$ cat src/rtl/nn_score_sequencer.sv
`timescale 1ns/1ps
`default_nettype none
// ============================================================================
// Module      : nn_score_sequencer
// Description : Shares one FP16->fixed-point converter across N_CH class
//               scores. On start it snapshots all scores and issues them to
//               the converter in order. It collects the in-order results and
//               tracks the running signed argmax. All results and the
//               predicted digit are then committed in a single cycle.
// Ports       : Clk, Reset (async, active-high)
//               start, abort              pass control
//               fp_in                     N_CH packed FP16 scores
//               cvt_in_data/valid/ready   operand channel to converter
//               cvt_out_data/valid        result channel (no backpressure)
//               fixed_out, digit          committed results and argmax
//               done, busy, err_spurious  status
// Revision    : 1.0  initial release
// ============================================================================
module nn_score_sequencer #(
    parameter int N_CH  = 10,
    parameter int W     = 16,
    parameter int IDX_W = 4
) (
    input  logic              Clk,
    input  logic              Reset,
    input  logic              start,
    input  logic              abort,
    input  logic [N_CH*W-1:0] fp_in,
    output logic [W-1:0]      cvt_in_data,
    output logic              cvt_in_valid,
    input  logic              cvt_in_ready,
    input  logic [W-1:0]      cvt_out_data,
    input  logic              cvt_out_valid,
    output logic [N_CH*W-1:0] fixed_out,
    output logic [IDX_W-1:0]  digit,
    output logic              done,
    output logic              busy,
    output logic              err_spurious
);
    localparam int CNT_W = $clog2(N_CH + 1);

    localparam logic [2:0] c_st_idle   = 3'd0;
    localparam logic [2:0] c_st_issue  = 3'd1;
    localparam logic [2:0] c_st_drain  = 3'd2;
    localparam logic [2:0] c_st_commit = 3'd3;
    localparam logic [2:0] c_st_flush  = 3'd4;

    localparam logic [CNT_W-1:0] c_cnt_last = CNT_W'(N_CH - 1);
    localparam logic [CNT_W-1:0] c_cnt_one  = CNT_W'(1);

    logic [2:0]       r_state;
    logic [W-1:0]     r_in_buf [N_CH];
    logic [W-1:0]     r_res    [N_CH];
    logic [W-1:0]     r_fixed  [N_CH];
    logic [CNT_W-1:0] r_iss;
    logic [CNT_W-1:0] r_ret;
    logic [W-1:0]     r_best_val;
    logic [IDX_W-1:0] r_best_idx;
    logic [IDX_W-1:0] r_digit;
    logic             r_cvt_in_valid;
    logic             r_done;
    logic             r_err_spurious;

    logic [W-1:0]     w_fp [N_CH];
    logic             w_active;
    logic             w_xfer;
    logic [CNT_W-1:0] w_outst;
    logic             w_spur;
    logic             w_cap;
    logic             w_flush_cap;
    logic             w_new_best;
    logic [W-1:0]     w_best_val_nx;
    logic [IDX_W-1:0] w_best_idx_nx;
    logic             w_abort;
    logic             w_last_cap;
    logic             w_flush_empty;

    generate
        for (genvar k = 0; k < N_CH; k++) begin : g_chan
            assign w_fp[k]             = fp_in[k*W +: W];
            assign fixed_out[k*W +: W] = r_fixed[k];
        end
    endgenerate

    assign w_active    = (r_state == c_st_issue) | (r_state == c_st_drain);
    assign w_xfer      = r_cvt_in_valid & cvt_in_ready;
    assign w_outst     = r_iss - r_ret;
    // A result with nothing outstanding is flagged and never stored or counted.
    assign w_spur      = cvt_out_valid & (w_outst == '0);
    assign w_cap       = cvt_out_valid & ~w_spur & w_active;
    assign w_flush_cap = cvt_out_valid & ~w_spur & (r_state == c_st_flush);

    // Strict greater-than keeps the lower index on ties.
    assign w_new_best    = (r_ret == '0) | ($signed(cvt_out_data) > $signed(r_best_val));
    assign w_best_val_nx = w_new_best ? cvt_out_data : r_best_val;
    assign w_best_idx_nx = w_new_best ? IDX_W'(r_ret) : r_best_idx;

    assign w_abort       = abort & w_active;
    assign w_last_cap    = w_cap & (r_state == c_st_drain) & (r_ret == c_cnt_last);
    // Leave FLUSH once nothing will be outstanding after this cycle.
    assign w_flush_empty = (w_outst == '0) | (w_flush_cap & (w_outst == c_cnt_one));

    // r_iss only indexes the buffer while valid is high (r_iss < N_CH).
    assign cvt_in_data  = r_in_buf[r_iss];
    assign cvt_in_valid = r_cvt_in_valid;
    assign digit        = r_digit;
    assign done         = r_done;
    assign busy         = (r_state != c_st_idle);
    assign err_spurious = r_err_spurious;

    always_ff @(posedge Clk or posedge Reset) begin
        if (Reset) begin
            r_state        <= c_st_idle;
            r_iss          <= '0;
            r_ret          <= '0;
            r_best_val     <= '0;
            r_best_idx     <= '0;
            r_digit        <= '0;
            r_cvt_in_valid <= 1'b0;
            r_done         <= 1'b0;
            r_err_spurious <= 1'b0;
            for (int k = 0; k < N_CH; k++) begin
                r_in_buf[k] <= '0;
                r_res[k]    <= '0;
                r_fixed[k]  <= '0;
            end
        end else begin
            r_done <= 1'b0;

            if (w_xfer) begin
                r_iss <= r_iss + c_cnt_one;
            end
            if (w_cap) begin
                r_res[r_ret] <= cvt_out_data;
                r_best_val   <= w_best_val_nx;
                r_best_idx   <= w_best_idx_nx;
            end
            if (w_cap | w_flush_cap) begin
                r_ret <= r_ret + c_cnt_one;
            end
            if (w_spur) begin
                r_err_spurious <= 1'b1;
            end

            case (r_state)
                c_st_idle: begin
                    if (start) begin
                        for (int k = 0; k < N_CH; k++) begin
                            r_in_buf[k] <= w_fp[k];
                        end
                        r_iss          <= '0;
                        r_ret          <= '0;
                        r_err_spurious <= 1'b0;
                        r_cvt_in_valid <= 1'b1;
                        r_state        <= c_st_issue;
                    end
                end
                c_st_issue: begin
                    if (w_abort) begin
                        r_cvt_in_valid <= 1'b0;
                        r_state        <= c_st_flush;
                    end else if (w_xfer && (r_iss == c_cnt_last)) begin
                        r_cvt_in_valid <= 1'b0;
                        r_state        <= c_st_drain;
                    end
                end
                c_st_drain: begin
                    if (w_abort) begin
                        r_state <= c_st_flush;
                    end else if (w_last_cap) begin
                        // The final result bypasses r_res so that the
                        // committed values and done appear together.
                        for (int k = 0; k < N_CH - 1; k++) begin
                            r_fixed[k] <= r_res[k];
                        end
                        r_fixed[N_CH-1] <= cvt_out_data;
                        r_digit         <= w_best_idx_nx;
                        r_done          <= 1'b1;
                        r_state         <= c_st_commit;
                    end
                end
                c_st_commit: begin
                    r_state <= c_st_idle;
                end
                c_st_flush: begin
                    if (w_flush_empty) begin
                        r_state <= c_st_idle;
                    end
                end
                default: begin
                    r_cvt_in_valid <= 1'b0;
                    r_state        <= c_st_idle;
                end
            endcase
        end
    end

endmodule
`default_nettype wire

$ cat config.mk
export PLATFORM = sky130hd
export DESIGN_NAME = nn_score_sequencer
export DESIGN_NICKNAME = d
export VERILOG_FILES = /design/src/rtl/nn_score_sequencer.sv
export SDC_FILE = /design/constraint.sdc
export NUM_CORES = 1
export LEC_CHECK = 0
export BUFFER_PORTS_ARGS = -buffer_cell sky130_fd_sc_hd__buf_2
export CAP_MARGIN = 30
export CORE_ASPECT_RATIO = 0.5
export CORE_MARGIN = 2
export CORE_UTILIZATION = 60
export CTS_BUF_LIST = sky130_fd_sc_hd__clkbuf_8 sky130_fd_sc_hd__clkbuf_16
export DETAILED_ROUTE_END_ITERATION = 8
export PLACE_DENSITY_LB_ADDON = 0.12
export SYNTH_ARGS = -nofsm -noshare
export SYNTH_HDL_FRONTEND = slang
export SYNTH_SLANG_ARGS = --single-unit
$ cat constraint.sdc
create_clock -name Clk -period 24.1 [get_ports Clk]
set_clock_uncertainty 0.15 [all_clocks]
set_input_delay 2.41 -clock Clk [delete_from_list [all_inputs] [get_ports Clk]]
set_output_delay 2.41 -clock Clk [all_outputs]
set_load 0.1 [all_outputs]
* Yosys cells after proc, flatten, opt, wreduce, memory -nomap -nowiden
Cells that the tools add are included.
** Storage, ports and cells
- Output and inout port bits :: 184
- Logic and storage cells :: 117
- Register bits after elaboration :: 518
- Bits of input ports :: 182
** Operators by class
- Bitwise gates (word level) :: 18
- Equal/unequal tests :: 11
- Add/subtract/negate cells :: 3
- Reduce and logical (&&, ||, !) cells :: 12
- Multiplexer cells :: 30
- $lt $le $gt $ge :: 4
** Operator list (count)
- $bwmux W160 :: 1
- $bmux W16 S4 :: 1
- $demux W16 S4 :: 1
- $mux W16 :: 3
- $mux W4 :: 7
- $mux W3 :: 6
- $gt A16 B16 Y1 :: 1
- $pmux W3 S4 :: 1
- $ge A5 B5 Y1 const B :: 2
- $not A4 Y5 :: 2
- $and A1 B1 Y1 :: 9
- $mux W1 :: 9
- $add A4 B1 Y4 const B :: 2
- $eq A4 B4 Y1 const B :: 2
- $logic_not A4 Y1 :: 2
- $eq A3 B2 Y1 const B :: 2
- $reduce_and A3 Y1 :: 2
- $lt A5 B1 Y1 const B :: 1
- $eq A4 B1 Y1 const B :: 1
- $ne A2 B2 Y1 const B :: 2
- $or A1 B1 Y1 :: 4
- $reduce_and A2 Y1 :: 2
- $reduce_and A4 Y1 :: 1
- $sub A4 B4 Y4 :: 1
- 10 further kinds :: 13

* Longest topological paths before layout
- Word-level depth :: 11
- Mapped depth :: 17
- Gate-level depth less buffers :: 10

* Worst setup path before layout
No wires, ideal clock.
- Path type :: flip-flop to output port
- Start point :: register r_iss[0]
- End point :: output port cvt_in_data[10]
- Path slack :: 18268 ps
- Required time :: 21540 ps
- Path buffers :: 4
- Stages on the path, launching flop included :: 7
- Data arrival time :: 3272 ps
- Cell sequence :: dfrtp_1 clkbuf_1 buf_2 clkbuf_1 buf_2 mux2i_1 o22ai_1
** On the way
- Longest elaborated chain between the ends :: 4
** RTL lines
- start: declaration :: RTL line 55 : logic [CNT_W-1:0] r_iss;
- start signal: assignment :: RTL line 131 : r_iss <= r_iss + c_cnt_one;
- $not A4 Y5 (not written as such) :: RTL line 104 : assign cvt_in_data = r_in_buf[r_iss];
- $bmux W16 S4 :: RTL line 104
- $mux W16 (not written as such) (2 in a row) :: RTL line 104
- end: declaration :: RTL line 29 : output logic [W-1:0] cvt_in_data,
Every way passes these cells. The select of a mux whose other input is x is not followed.

* Worst setup path in the final report
- Start point :: register r_iss[3]
- End point :: output port cvt_in_data[1]
The elaborated chain is that of the path after synthesis.

==> results.md <==
Run status:
- The flow ran to the end, and the final reports show no timing, DRC or antenna violations.

Synth:
- The warning count from the yosys run is 0.
- Counting every instance in the synthesized netlist gives 1687.
- The synthesized-area fraction occupied by xor and xnor cells is 0.2945%.
- The share of flip-flops with an asynchronous set or reset is 100.0%.
- After synthesis the netlist holds a flip-flop and latch count of 502.
- The compound-gate portion of the synthesized area is 2.073%.
- After synthesis, the largest family of logic cells by area is multiplexers.
- The predominant post-synthesis flop cell is sky130_fd_sc_hd__dfrtp_1.
- The average cell area after synthesis is 12.34 um^2.
- Counting distinct cell types in the post-synthesis netlist gives 51.
- The synthesized area is 20820 um^2.
- Of the total synthesized cell area, the portion taken by full adders, half adders and majority gates is 1.598%.
- The number of nets in the synthesized netlist is 1895.
- Multiplexer cells account for 21.95% of the synthesized area.
- The register area share after synthesis is 60.33%.
- After Yosys synthesis, and, or, nand and nor cells account for 10.95% of the synthesized area.
- The number of flops mapped to enable cells by yosys is 0.

Timing:
- The worst path in the final design needs a cycle of 5.816 ns, including I/O delays and setup.
- Setup repair after global routing left no endpoint under its margin.
- The worst-case hold slack is 0.3221 ns.
- At the pin with the least slew margin, the transition time is 1.158 ns.
- After layout, the worst setup slack is 18.28 ns.
- Headroom to the max-slew limit came out at 22.77%.
- After routing, the total negative slack on setup checks comes to 0 ns.
- The setup violation total in the final timing report is 0.
- The max-slew violation total from the final report is 0.
- The total count of hold-check failures in the final report was 0.
- The final worst-path cycle share is 24.13%.
- The fmax is 0.1719 GHz.

Drt:
- The number of antenna-violating nets in the routed design is 0.
- Across all layers, the routed design uses 13649 vias.
- In the final routed layout, each cell accounts on average for 19.65 um.
- The detailed-routed wire length on met2 is 24790 um.
- The wire length on met3 is 2562 um.
- In this run the top signal layer used is met4.
- For this block, the routed nets add up to 49350 um of wire.
- The detailed-routing wirelength on met1 is 20770 um.
- For this run, design rule violations remaining after detail routing come to 0.
- Dividing the detail-routed via count by the number of cells gives 5.434.
- For this block, the initial DRC count from the detailed router was 942.
- The first TritonRoute pass finished after 5 iterations.

Die:
- The total area inside the core boundary comes to 34350 um^2.
- The number of standard-cell rows in the floorplan is 48.
- The starting density of the core is 60.61%.
- The die is 267.4 um wide.
- From bottom edge to top edge, the die measures 135.7 um.
- The area enclosed by the die boundary is 36300 um^2.
- The I/O pin total is 366.

Worst setup path:
- The element type at the critical path end is an output pin.
- STA puts the critical path data required time at 21.54 ns.
- The arrival time of the worst setup path is 3.26 ns.
- The type of the setup path with the least slack is reg -> out.
- Along the worst path, the maximum fanout reaches 20.
- The worst setup path is launched from a register.
- Counting cells, the worst reg-to-reg path comes to 9.

Final layout:
- Cells with a size suffix above 1 make up 39.53% of the layout.
- The growth of design area from synthesis to finish is 17.55%.
- With fillers left out, the area of the finished cells amounts to 24480 um^2.
- The net count of the finished layout is 2211.
- The number of fill cells in the layout is 2507.
- Once layout is complete, the utilization of the core stands at 71.25%.
- Excluding fillers, the count of instances in the completed layout stands at 2512.

Placement:
- The number of port buffers is 365.
- The cell count after placement is 2430.
- The post-placement setup slack is 18.67 ns.
- The total half-perimeter wirelength after legalization and detailed placement is 31920 um.
- The area after detailed placement is 22930 um^2.
- The congestion estimate from routability-driven global placement came to 0.8521.

Global routing:
- Entering global routing, the biggest net connects 191 pins.
- After global routing the overflow that remains totals 0.
- The overall fraction of global-route tracks in use is 27.41%.
- The wire length of the first global-routing pass is 75980 um.
- The initial antenna violation count is 6.
- The via count of the first global-routing pass came to 13789.

Worst hold path:
- The cell depth of the worst hold path is 2.
- The worst hold path belongs to the class reg -> reg.

Clock network:
- The deepest level of the CTS H-tree is 2.
- The TritonCTS clock tree is yes.
- In this run, post-CTS hold repair placed 0 buffers.
- TritonCTS created 44 clock buffers.
- The number of clock sinks is 502.
- The total setup buffers inserted after CTS is 0.
- Once the clock tree was built, the resizer swapped 0 gates to a different size.
- Counting along the longest clock path gives a buffer depth of 3.
- Clock tree synthesis selected as its root buffer the cell sky130_fd_sc_hd__clkbuf_16.
- Clock latency on the worst-skew pair, taken at its later pin, is 0.56 ns.
- After clock tree synthesis, the clock-pin slew on the worst setup and hold paths is 0.06 ns.

Pwr:
- The cell area power density is 115.7 nW/um^2.
- The total chip power is 2.831 mW.
- IR analysis of the VDD net gives a maximum drop of 0.1135 mV.
- The static leakage power is 13.28 nW.

Run:
- The max-cap violation count is 0.
==> final timing paths <==
check	start	slack, ns	endpoint
hold / removal	r_in_buf[84]	0.32	r_in_buf[84]
min in group asynchronous	Reset	1.61	fixed_out[151]
setup reg to reg	r_iss[1]	19.86	r_res[88]
setup / recovery	r_iss[3]	18.28	cvt_in_data[1]
hold reg to reg	r_in_buf[84]	0.32	r_in_buf[84]
max in group asynchronous	Reset	20.97	r_res[131]
==> worst max-delay path: stages, from the launching register on <==
cell and delay [ns]:
sky130_fd_sc_hd__dfrtp_1 0.89, sky130_fd_sc_hd__nand3_1 0.81, sky130_fd_sc_hd__o22ai_1 0.50, sky130_fd_sc_hd__buf_2 0.49
==> metal layers <==
layer	track usage, %	vias to the layer above
li1	-	6296
met1	36.47	6913
met2	46.80	358
met3	5.035	82
met4	7.852	0
met5	0	-
==> state kept, by name, summed over array words and instances, names as in the netlist <==
register	count
cvt_in_valid	1
digit	4
done	1
err_spurious	1
fixed_out	160
r_best_idx	4
r_best_val	16
r_in_buf	160
r_iss	4
r_res	144
r_ret	4
r_state	3
==> power breakdown <==
part           internal, mW  total [mW]  switching (mW)
clock network         0.418       0.731           0.313
logic                 0.318       0.891           0.573
registers              1.07        1.21           0.144
total                  1.80        2.83            1.03
==> layout make-up <==
class                           count  area (um^2)  area share, %
Antenna cell                        3        7.507        0.03067
Multi-Input combinational cell   1047         7702          31.47
Sequential cell                   502        12570          51.34
Clock buffer                       60         1333          5.444
Timing Repair Buffer              375         1979          8.087
Tap cell                          475        594.3          2.428
Inverter                           33        131.4         0.5368
Clock inverter                     17        161.4         0.6594
==> cells in the mapped netlist (3+ instances only) <==
| cell | n | area share [%] |
|---|---|---|
| sky130_fd_sc_hd__dfrtp_1 | 502 | 60 |
| sky130_fd_sc_hd__clkbuf_1 | 72 | 1.3 |
| sky130_fd_sc_hd__o21a_1 | 3 | 0.11 |
| sky130_fd_sc_hd__inv_1 | 32 | 0.58 |
| sky130_fd_sc_hd__xnor2_1 | 6 | 0.25 |
| sky130_fd_sc_hd__ha_1 | 25 | 1.5 |
| sky130_fd_sc_hd__buf_2 | 24 | 0.58 |
| sky130_fd_sc_hd__nand4_1 | 4 | 0.12 |
| sky130_fd_sc_hd__nand2b_1 | 5 | 0.15 |
| sky130_fd_sc_hd__nand3_2 | 6 | 0.29 |
| sky130_fd_sc_hd__nand3_1 | 20 | 0.48 |
| sky130_fd_sc_hd__o22ai_1 | 17 | 0.51 |
| sky130_fd_sc_hd__o21ai_0 | 28 | 0.67 |
| sky130_fd_sc_hd__buf_6 | 4 | 0.22 |
| sky130_fd_sc_hd__nor3_1 | 5 | 0.12 |
| sky130_fd_sc_hd__mux2i_1 | 37 | 1.8 |
| sky130_fd_sc_hd__nand2_1 | 495 | 8.9 |
| sky130_fd_sc_hd__buf_1 | 4 | 0.072 |
| sky130_fd_sc_hd__mux2_4 | 3 | 0.22 |
| sky130_fd_sc_hd__mux2_2 | 305 | 16 |
| sky130_fd_sc_hd__mux4_2 | 32 | 3.5 |
| sky130_fd_sc_hd__a21oi_1 | 12 | 0.29 |
| sky130_fd_sc_hd__nor2_1 | 14 | 0.25 |
==> cell usage in the layout (no fill, tap or decap), drive strengths merged, types with 5 or more instances in the layout <==
cell type,count
mux4,32
nand2b,5
inv,42
nand2,495
mux2i,37
nor3,5
clkbuf,60
buf,375
dfrtp,502
a21oi,12
xnor2,6
o21ai,29
nand3,26
nor2,14
o22ai,17
mux2,308
nand4,6
ha,25
==> kinds of logic after synthesis <==
family / Yosys count
AOI/OAI and AO/OA: 73
buffers and inverters: 138
xor gates and xnor gates: 7
and+or+nand+nor: 564
muxes: 377
adders and majority gates: 26
DFF: 502
No activity file was read; power rests on OpenSTA's default activity.
